[config.mk]
export PLATFORM = sky130hd
export DESIGN_NAME = alu_reservation_station_flat
export DESIGN_NICKNAME = d
export VERILOG_FILES = /design/src/rtl/alu_rs_if.sv /design/src/rtl/alu_reservation_station.sv /design/src/flat_wrapper.sv
export SDC_FILE = /design/constraint.sdc
export NUM_CORES = 1
export LEC_CHECK = 0
export CAP_MARGIN = 20
export CELL_PAD_IN_SITES_DETAIL_PLACEMENT = 1
export CELL_PAD_IN_SITES_GLOBAL_PLACEMENT = 2
export CORE_MARGIN = 2
export CORE_UTILIZATION = 25
export DETAILED_ROUTE_END_ITERATION = 8
export PLACE_DENSITY_LB_ADDON = 0.1
export SYNTH_ARGS = -nofsm -noshare
export SYNTH_HDL_FRONTEND = slang
export SYNTH_SLANG_ARGS = --single-unit
[constraint.sdc]
create_clock -name clk_i -period 6.8 [get_ports clk_i]
set_input_delay 1.02 -clock clk_i [delete_from_list [all_inputs] [get_ports clk_i]]
set_output_delay 1.02 -clock clk_i [all_outputs]
set_load 0.02 [all_outputs]
[src/rtl/alu_rs_if.sv]
// alu_rs_if: dispatch, CDB and issue signals between the rename stage, the ALU
// reservation station and the execute stage.
interface alu_rs_if #(
  parameter int unsigned WORD     = 32,
  parameter int unsigned ADDR_LEN = 32,
  parameter int unsigned TAG_W    = 4
);
  logic                disp_valid;
  logic                disp_ready;
  logic [4:0]          disp_alu_func;
  logic                disp_opsel1;
  logic                disp_opsel2;
  logic                disp_rs1_rdy;
  logic [TAG_W-1:0]    disp_rs1_tag;
  logic [WORD-1:0]     disp_rs1_value;
  logic                disp_rs2_rdy;
  logic [TAG_W-1:0]    disp_rs2_tag;
  logic [WORD-1:0]     disp_rs2_value;
  logic [WORD-1:0]     disp_imm;
  logic [ADDR_LEN-1:0] disp_pc;
  logic [TAG_W-1:0]    disp_dst_tag;

  logic                cdb_valid;
  logic [TAG_W-1:0]    cdb_tag;
  logic [WORD-1:0]     cdb_value;

  logic                iss_valid;
  logic                iss_ready;
  logic [4:0]          iss_alu_func;
  logic                iss_opsel1;
  logic                iss_opsel2;
  logic [WORD-1:0]     iss_rs1_value;
  logic [WORD-1:0]     iss_rs2_value;
  logic [WORD-1:0]     iss_imm;
  logic [ADDR_LEN-1:0] iss_pc;
  logic [TAG_W-1:0]    iss_dst_tag;

  modport master (
    output disp_valid, disp_alu_func, disp_opsel1, disp_opsel2,
           disp_rs1_rdy, disp_rs1_tag, disp_rs1_value,
           disp_rs2_rdy, disp_rs2_tag, disp_rs2_value,
           disp_imm, disp_pc, disp_dst_tag,
           cdb_valid, cdb_tag, cdb_value, iss_ready,
    input  disp_ready, iss_valid, iss_alu_func, iss_opsel1, iss_opsel2,
           iss_rs1_value, iss_rs2_value, iss_imm, iss_pc, iss_dst_tag
  );

  modport slave (
    input  disp_valid, disp_alu_func, disp_opsel1, disp_opsel2,
           disp_rs1_rdy, disp_rs1_tag, disp_rs1_value,
           disp_rs2_rdy, disp_rs2_tag, disp_rs2_value,
           disp_imm, disp_pc, disp_dst_tag,
           cdb_valid, cdb_tag, cdb_value, iss_ready,
    output disp_ready, iss_valid, iss_alu_func, iss_opsel1, iss_opsel2,
           iss_rs1_value, iss_rs2_value, iss_imm, iss_pc, iss_dst_tag
  );
endinterface

[src/rtl/alu_reservation_station.sv]
// alu_reservation_station: compacting issue queue for ALU ops with CDB wakeup and
// oldest-ready select. Optional macro RS_WAKEUP_BYPASS_EN gives same-cycle wakeup-to-issue.
module alu_reservation_station #(
  parameter int unsigned WORD     = 32,
  parameter int unsigned ADDR_LEN = 32,
  parameter int unsigned DEPTH    = 4,
  parameter int unsigned TAG_W    = 4
) (
  input  logic    clk_i,
  input  logic    rst_i,
  input  logic    flush_i,
  alu_rs_if.slave bus
);

  localparam int unsigned IDX_W = (DEPTH > 1) ? $clog2(DEPTH) : 1;
  localparam int unsigned CNT_W = $clog2(DEPTH + 1);

  typedef struct packed {
    logic [4:0]          func;
    logic                opsel1;
    logic                opsel2;
    logic                rs1_rdy;
    logic [TAG_W-1:0]    rs1_tag;
    logic [WORD-1:0]     rs1_val;
    logic                rs2_rdy;
    logic [TAG_W-1:0]    rs2_tag;
    logic [WORD-1:0]     rs2_val;
    logic [WORD-1:0]     imm;
    logic [ADDR_LEN-1:0] pc;
    logic [TAG_W-1:0]    dst_tag;
  } entry_t;

  // Capture a CDB broadcast into any still-waiting operand whose producer tag matches.
  function automatic entry_t wake(input entry_t e, input logic v,
                                  input logic [TAG_W-1:0] t, input logic [WORD-1:0] d);
    entry_t r;
    r = e;
    if (v && !e.rs1_rdy && (e.rs1_tag == t)) begin
      r.rs1_rdy = 1'b1;
      r.rs1_val = d;
    end
    if (v && !e.rs2_rdy && (e.rs2_tag == t)) begin
      r.rs2_rdy = 1'b1;
      r.rs2_val = d;
    end
    return r;
  endfunction

  entry_t             ent_q [DEPTH];
  entry_t             ent_d [DEPTH];
  entry_t             ent_w [DEPTH+1];
  entry_t             disp_w;
  entry_t             iss_e;
  logic [CNT_W-1:0]   count_q;
  logic [CNT_W-1:0]   count_d;
  logic [CNT_W-1:0]   wr_idx;
  logic [DEPTH-1:0]   elig;
  logic [IDX_W-1:0]   sel;
  logic               found;
  logic               disp_fire;
  logic               iss_fire;

  assign bus.disp_ready = (count_q < CNT_W'(DEPTH));
  assign disp_fire      = bus.disp_valid & bus.disp_ready;
  assign iss_fire       = found & bus.iss_ready;
  assign wr_idx         = count_q - CNT_W'(iss_fire);

  // Post-wakeup view of every resident entry and of the op being dispatched.
  always_comb begin
    for (int i = 0; i < DEPTH; i++) begin
      ent_w[i] = wake(ent_q[i], bus.cdb_valid, bus.cdb_tag, bus.cdb_value);
    end
    ent_w[DEPTH] = ent_w[DEPTH-1];
    disp_w = wake('{func:    bus.disp_alu_func,
                    opsel1:  bus.disp_opsel1,
                    opsel2:  bus.disp_opsel2,
                    rs1_rdy: bus.disp_rs1_rdy,
                    rs1_tag: bus.disp_rs1_tag,
                    rs1_val: bus.disp_rs1_value,
                    rs2_rdy: bus.disp_rs2_rdy,
                    rs2_tag: bus.disp_rs2_tag,
                    rs2_val: bus.disp_rs2_value,
                    imm:     bus.disp_imm,
                    pc:      bus.disp_pc,
                    dst_tag: bus.disp_dst_tag},
                  bus.cdb_valid, bus.cdb_tag, bus.cdb_value);
  end

  // Eligibility: bypass build lets this cycle's broadcast complete an entry.
  always_comb begin
    for (int i = 0; i < DEPTH; i++) begin
`ifdef RS_WAKEUP_BYPASS_EN
      elig[i] = (CNT_W'(i) < count_q) & ent_w[i].rs1_rdy & ent_w[i].rs2_rdy;
`else
      elig[i] = (CNT_W'(i) < count_q) & ent_q[i].rs1_rdy & ent_q[i].rs2_rdy;
`endif
    end
  end

  // Oldest-ready select: lowest eligible slot wins.
  always_comb begin
    sel   = '0;
    found = 1'b0;
    for (int i = 0; i < DEPTH; i++) begin
      if (!found && elig[i]) begin
        sel   = IDX_W'(i);
        found = 1'b1;
      end
    end
  end

  always_comb begin
`ifdef RS_WAKEUP_BYPASS_EN
    iss_e = ent_w[sel];
`else
    iss_e = ent_q[sel];
`endif
  end

  assign bus.iss_valid     = found;
  assign bus.iss_alu_func  = iss_e.func;
  assign bus.iss_opsel1    = iss_e.opsel1;
  assign bus.iss_opsel2    = iss_e.opsel2;
  assign bus.iss_rs1_value = iss_e.rs1_val;
  assign bus.iss_rs2_value = iss_e.rs2_val;
  assign bus.iss_imm       = iss_e.imm;
  assign bus.iss_pc        = iss_e.pc;
  assign bus.iss_dst_tag   = iss_e.dst_tag;

  // Next state: shift down above the issued slot, then append the dispatched op.
  always_comb begin
    for (int i = 0; i < DEPTH; i++) begin
      ent_d[i] = ent_w[i];
      if (iss_fire && (i >= int'(sel))) begin
        ent_d[i] = ent_w[i+1];
      end
      if (disp_fire && (CNT_W'(i) == wr_idx)) begin
        ent_d[i] = disp_w;
      end
    end
    if (flush_i) begin
      count_d = '0;
    end else begin
      count_d = count_q + CNT_W'(disp_fire) - CNT_W'(iss_fire);
    end
  end

  always_ff @(posedge clk_i) begin
    if (rst_i) begin
      count_q <= '0;
    end else begin
      count_q <= count_d;
    end
    ent_q <= ent_d;
  end

endmodule
[src/flat_wrapper.sv]
// flat-port wrapper written by rule: the top's interface ports become plain ports
module alu_reservation_station_flat 
#(
  parameter int unsigned WORD     = 32,
  parameter int unsigned ADDR_LEN = 32,
  parameter int unsigned DEPTH    = 4,
  parameter int unsigned TAG_W    = 4
)
  (clk_i, rst_i, flush_i, bus_disp_valid, bus_disp_alu_func, bus_disp_opsel1, bus_disp_opsel2, bus_disp_rs1_rdy, bus_disp_rs1_tag, bus_disp_rs1_value, bus_disp_rs2_rdy, bus_disp_rs2_tag, bus_disp_rs2_value, bus_disp_imm, bus_disp_pc, bus_disp_dst_tag, bus_cdb_valid, bus_cdb_tag, bus_cdb_value, bus_iss_ready, bus_disp_ready, bus_iss_valid, bus_iss_alu_func, bus_iss_opsel1, bus_iss_opsel2, bus_iss_rs1_value, bus_iss_rs2_value, bus_iss_imm, bus_iss_pc, bus_iss_dst_tag);
  alu_rs_if #(.WORD(WORD), .ADDR_LEN(ADDR_LEN), .TAG_W(TAG_W)) bus_i ();
  input  logic clk_i;
  input  logic rst_i;
  input  logic flush_i;
  input wire logic [$bits(bus_i.disp_valid)-1:0] bus_disp_valid;
  input wire logic [$bits(bus_i.disp_alu_func)-1:0] bus_disp_alu_func;
  input wire logic [$bits(bus_i.disp_opsel1)-1:0] bus_disp_opsel1;
  input wire logic [$bits(bus_i.disp_opsel2)-1:0] bus_disp_opsel2;
  input wire logic [$bits(bus_i.disp_rs1_rdy)-1:0] bus_disp_rs1_rdy;
  input wire logic [$bits(bus_i.disp_rs1_tag)-1:0] bus_disp_rs1_tag;
  input wire logic [$bits(bus_i.disp_rs1_value)-1:0] bus_disp_rs1_value;
  input wire logic [$bits(bus_i.disp_rs2_rdy)-1:0] bus_disp_rs2_rdy;
  input wire logic [$bits(bus_i.disp_rs2_tag)-1:0] bus_disp_rs2_tag;
  input wire logic [$bits(bus_i.disp_rs2_value)-1:0] bus_disp_rs2_value;
  input wire logic [$bits(bus_i.disp_imm)-1:0] bus_disp_imm;
  input wire logic [$bits(bus_i.disp_pc)-1:0] bus_disp_pc;
  input wire logic [$bits(bus_i.disp_dst_tag)-1:0] bus_disp_dst_tag;
  input wire logic [$bits(bus_i.cdb_valid)-1:0] bus_cdb_valid;
  input wire logic [$bits(bus_i.cdb_tag)-1:0] bus_cdb_tag;
  input wire logic [$bits(bus_i.cdb_value)-1:0] bus_cdb_value;
  input wire logic [$bits(bus_i.iss_ready)-1:0] bus_iss_ready;
  output wire logic [$bits(bus_i.disp_ready)-1:0] bus_disp_ready;
  output wire logic [$bits(bus_i.iss_valid)-1:0] bus_iss_valid;
  output wire logic [$bits(bus_i.iss_alu_func)-1:0] bus_iss_alu_func;
  output wire logic [$bits(bus_i.iss_opsel1)-1:0] bus_iss_opsel1;
  output wire logic [$bits(bus_i.iss_opsel2)-1:0] bus_iss_opsel2;
  output wire logic [$bits(bus_i.iss_rs1_value)-1:0] bus_iss_rs1_value;
  output wire logic [$bits(bus_i.iss_rs2_value)-1:0] bus_iss_rs2_value;
  output wire logic [$bits(bus_i.iss_imm)-1:0] bus_iss_imm;
  output wire logic [$bits(bus_i.iss_pc)-1:0] bus_iss_pc;
  output wire logic [$bits(bus_i.iss_dst_tag)-1:0] bus_iss_dst_tag;
  assign bus_i.disp_valid = bus_disp_valid;
  assign bus_i.disp_alu_func = bus_disp_alu_func;
  assign bus_i.disp_opsel1 = bus_disp_opsel1;
  assign bus_i.disp_opsel2 = bus_disp_opsel2;
  assign bus_i.disp_rs1_rdy = bus_disp_rs1_rdy;
  assign bus_i.disp_rs1_tag = bus_disp_rs1_tag;
  assign bus_i.disp_rs1_value = bus_disp_rs1_value;
  assign bus_i.disp_rs2_rdy = bus_disp_rs2_rdy;
  assign bus_i.disp_rs2_tag = bus_disp_rs2_tag;
  assign bus_i.disp_rs2_value = bus_disp_rs2_value;
  assign bus_i.disp_imm = bus_disp_imm;
  assign bus_i.disp_pc = bus_disp_pc;
  assign bus_i.disp_dst_tag = bus_disp_dst_tag;
  assign bus_i.cdb_valid = bus_cdb_valid;
  assign bus_i.cdb_tag = bus_cdb_tag;
  assign bus_i.cdb_value = bus_cdb_value;
  assign bus_i.iss_ready = bus_iss_ready;
  assign bus_disp_ready = bus_i.disp_ready;
  assign bus_iss_valid = bus_i.iss_valid;
  assign bus_iss_alu_func = bus_i.iss_alu_func;
  assign bus_iss_opsel1 = bus_i.iss_opsel1;
  assign bus_iss_opsel2 = bus_i.iss_opsel2;
  assign bus_iss_rs1_value = bus_i.iss_rs1_value;
  assign bus_iss_rs2_value = bus_i.iss_rs2_value;
  assign bus_iss_imm = bus_i.iss_imm;
  assign bus_iss_pc = bus_i.iss_pc;
  assign bus_iss_dst_tag = bus_i.iss_dst_tag;
  alu_reservation_station #(.WORD(WORD), .ADDR_LEN(ADDR_LEN), .DEPTH(DEPTH), .TAG_W(TAG_W)) u_core (.clk_i(clk_i), .rst_i(rst_i), .flush_i(flush_i), .bus(bus_i));
endmodule
==> After elaboration in Yosys (flattened, before gate mapping) <==
Cells that the tools add are included.
{ "word_totals": {"reg_bits": 599, "inputBits": 191, "output_inout_bits": 141, "word_cells": 172} }
{ "op_classes": {"reduce_logical": 50, "eq_ne": 13, "order_cmp": 9, "add_sub_neg": 3, "bitwise": 11, "muxes": 37} }
{ "ops": {"columns": ["op", "count"], "rows": [
  ["149-bit two-way mux", 8],
  ["32-bit two-way mux", 10],
  ["149-bit binary-select mux with 2-bit select", 1],
  ["142-bit two-way mux", 1],
  ["4-bit == test", 10],
  ["1-bit logical AND", 30],
  ["1-bit two-way mux", 15],
  ["1-bit zero test", 13],
  ["1-bit AND", 10],
  ["2-bit by 3-bit == test with 1-bit output, first input constant", 2],
  ["1-bit by 3-bit less-than comparator with 1-bit output, first input constant", 2],
  ["2-bit by 3-bit less-than comparator with 1-bit output, first input constant", 2],
  ["2-bit nonzero test", 3],
  ["3-bit nonzero test", 2],
  ["3-bit by 1-bit subtractor with 3-bit output", 2],
  ["1-bit by 2-bit greater-or-equal comparator with 1-bit output, first input constant", 2],
  ["2-bit two-way mux", 2],
  ["3-bit by 1-bit adder with 3-bit output", 1],
  ["1-bit by 3-bit == test with 1-bit output, first input constant", 1],
  ["3-bit greater-or-equal comparator, second input constant", 1],
  ["3-bit zero test", 1],
  ["3-bit less-than comparator, second input constant", 1],
  ["2-bit NOT with 3-bit output", 1],
  ["2-bit greater-or-equal comparator, first input constant", 1],
  ["2-bit OR reduction", 1]
]} }

==> Longest topological paths before layout <==
{ "logic_depth": {"depth_word": 18, "depth_mapped": 15, "mapped_depth_nobuf": 13} }

==> Worst setup path after synthesis <==
No wires, ideal clock.
{ "synth_timing": {"path_kind": "register to register", "from": "reg u_core.count_q[2]", "to": "reg u_core.ent_q[241] in the netlist's numbering", "setup_time_ps": 258, "required_ps": 6542, "slack_ps": 1111, "period_less_slack_ps": 5689, "path_stages_with_launch": 13, "arrival_ps": 5431, "cell_sequence": "dfxtp_1 inv_1 ha_1 o22ai_2 or3_1 and2_1 ha_1 ha_1 nor3b_1 nand3_1 nand2_1 clkbuf_1 o221ai_1"} }
{ "synth_lines": {"columns": ["element", "line", "text"], "rows": [
  ["start, declared", "alu_reservation_station.sv:54", "logic [CNT_W-1:0] count_q;"],
  ["start signal, assigned", "alu_reservation_station.sv:152", "count_q <= count_d;"],
  ["end signal, assigned", "alu_reservation_station.sv:154", "ent_q <= ent_d;"],
  ["end, declared", "alu_reservation_station.sv:49", "entry_t ent_q [DEPTH];"]
]} }

==> flow_summary_export.csv <==
group,metric,value,unit
yosys,synth.yosys.seq_area_share,0.508,
detailed_routing,via_count,26300,
clocking,cts_hold_buffers,0,
clocking,insertion_delay,0.66,ns
global_routing,grt_pass1_wl,211,mm
floorplan,die_h,359,um
layout,multi_input_area,14300,sq um
clocking,ctsResizeCount,0,
timing,hold_viol,0,
detailed_routing,drcViolationCount,0,
clocking,clk_pin_slew,0.06,ns
power,ir_drop,0.000243,V
yosys,synth-edff-count,398,
yosys,ys_seq_elements,599,
floorplan,die-area,129000,sq um
layout,nets,3240,
power,p_clk_frac,0.227,
setup_path,cp_max_fo,50,
clocking,cts_root_buffer,"clkbuf_16",
layout,drive_above_1_share,0.102,
layout,fillerInstances,13700,
job,cap_violations,0,
placed_design,io_buffer_count,331,
layout,seq_area,16000,sq um
placed_design,place_congestion,0.792,
placed_design,dp_slack,1.42,ns
yosys,synthCells,2818,
yosys,synth_top_flop_cell,"edfxtp_1",
global_routing,globalRouteOverflowTotal,0,
clocking,htree_num_levels,3,
global_routing,track_usage,0.225,
timing,fin_crit_sh,0.766,
setup_path,required,7.33,ns
placed_design,dpl_cell_area,36600,sq um
layout,layout_commonest_cell,"edfxtp_1",
yosys,syn_area,31400,sq um
timing,slew_viol_final,0,
timing,slew_headroom,0.296,
setup_path,crit_path_start_kind,"flip-flop",
floorplan,ios,332,
global_routing,grt_max_degree,113,
power,pwr-share-comb,0.432,
detailed_routing,post_drt_wl_per_cell,31.2,um
yosys,yosysTopAreaCellShare,0.380,
clocking,cts_setup_buffers,0,
timing,setup_tns,0,ns
yosys,synth_fp_nets,3016,
layout,utilization,0.313,
power,p_seq_frac,0.341,
power,leakagePower,14.8,nW
power,power.density,483,nW/um^2
timing,fin_skew,0.0303,ns
setup_path,critPathCaptureType,"flip-flop",
layout,final_cell_mix,"edfxtp_1, mux2i_1, clkdlybuf4s50_1",
detailed_routing,final_antenna_net_count,0,
timing,setup_ws,1.59,ns
yosys,ys_warn_count,0,
clocking,cts_tree,"built",
power,cellInternalPower,11.5,mW
clocking,numCtsBuffers,80,
timing,grt_setup_unrepaired,"no",
global_routing,antenna_found_initial,20,
detailed_routing,routed_wl,148,mm
worst_hold_path,hp-class,"reg2reg",
layout,syn_to_final_growth,24.8,%
timing,max_freq,192,MHz
clocking,clk_path_buf_depth,3,
layout,final_cell_area,39200,sq um
power,p_sw,7.49,mW
setup_path,cp_data_arrival_time,5.73,ns
yosys,synth_area_leader_cell,"edfxtp_1",
detailed_routing,drt-initial-drc-count,1953,
setup_path,crit_type,"reg2reg",
floorplan,core,125000,sq um
yosys,async_flop_share,0,
floorplan,die_x,359,um
floorplan,initial_core_util,0.251,
timing,worst_pin_slew,1.06,ns
detailed_routing,via_per_inst,5.54,
yosys,syn_area_per_cell,11.2,sq um
outcome,outcome,"finished clean",
floorplan,std_cell_rows,130,
placed_design,dp_hpwl,86.9,mm
timing,fin_crit,5.21,ns
global_routing,grt_pass1_vias,28700,
timing,setup-violations-final,0,
yosys,synth_area_leaders,"edfxtp_1, dfxtp_1, mux2i_1",
detailed_routing,firstDrtPassIters,5,
clocking,clock_sinks,599,
yosys,ys_types,70,
power,switching_share,0.395,
==> synth_stat cells, types with 34 or more instances <==
library cell  count
a21oi_1         101
a22o_1           81
buf_2            72
clkbuf_1        155
dfxtp_1         201
edfxtp_1        398
inv_1            73
mux2i_1         332
mux4_2           61
nand2_1         333
nand3_1         206
nor3_1           43
o211ai_1         69
o21ai_0          84
o221a_1          44
o221ai_1         34
o22a_1           34
o22ai_1          97
==> metrics by stage <==
step | cells | power, mW | hold WS, ns
after floorplan | 2818 | 10.9 | 0.449
after global placement | 4608 | 14.5 | 0.472
after detailed placement | 4610 | 14.8 | 0.488
after CTS | 4754 | 19.2 | 0.501
after global routing | 4755 | 19.9 | 0.533
final | 4757 | 19.0 | 0.497
==> logic make-up (layout without fill, tap and decap cells) <==
kind of cell / after synthesis / count (layout) / share of synthesized area
compound gates: 777 / 777 / 0.185
simple gates: 671 / 671 / 0.0977
flops: 599 / 599 / 0.508
mux: 394 / 394 / 0.150
buf+inv: 340 / 626 / 0.0472
xor+xnor: 30 / 30 / 0.00836
fa+ha+maj: 7 / 7 / 0.00302
other cells: 0 / 3 / 0
==> worst paths after layout <==
kind                startpoint           endpoint  slack (ns)  cells after the start
min reg2reg  u_core.ent_q[123]  u_core.ent_q[123]        0.50                      2
max reg2reg  u_core.count_q[2]  u_core.ent_q[395]        1.59                     14
min          u_core.ent_q[123]  u_core.ent_q[123]        0.50                      2
max          u_core.count_q[2]  u_core.ent_q[395]        1.59                     14
==> power groups by stage <==
stage / clock network (mW) / logic, mW / registers [mW]
6_report: 4.30 / 8.19 / 6.46
5_1_grt: 4.57 / 8.74 / 6.60
4_1_cts: 4.43 / 8.31 / 6.44
3_5_place_dp: 0 / 8.27 / 6.50
3_3_place_gp: 0 / 8.11 / 6.43
2_1_floorplan: 0 / 4.67 / 6.23
==> critical path, stage by stage, from the launching register on <==
cell      delay [ns]
dfxtp_1         0.42
inv_1           0.11
ha_1            0.31
a211oi_2        0.55
or3_1           0.22
and2_1          0.13
ha_1            0.21
inv_1           0.06
ha_1            0.36
nor4b_2         0.61
and2_4          0.49
buf_4           0.73
o31ai_4         0.13
buf_4           0.36
o221a_1         0.31
==> per-layer routing <==
layer / track usage / share of wire / vias up
li1: - / - / 11400
met1: 0.299 / 0.44 / 13800
met2: 0.372 / 0.48 / 875
met3: 0.0383 / 0.056 / 255
met4: 0.0695 / 0.025 / 28
met5: 0 / 0.0012 / -
==> registers in the layout, indices dropped and copies added (netlist names) <==
register / cells
u_core.ent_q: 596
u_core.count_q: 3
==> area by class of cell <==
type,count,share of cell area
sequential,599,0.407
clock inverter,25,0.00666
tap,1650,0.0526
timing repair buffer,407,0.103
clock buffer,119,0.0595
inverter,75,0.00721
multi-input combinational,1879,0.364
antenna,3,0.000191
Power figures use the tool's default switching activity.
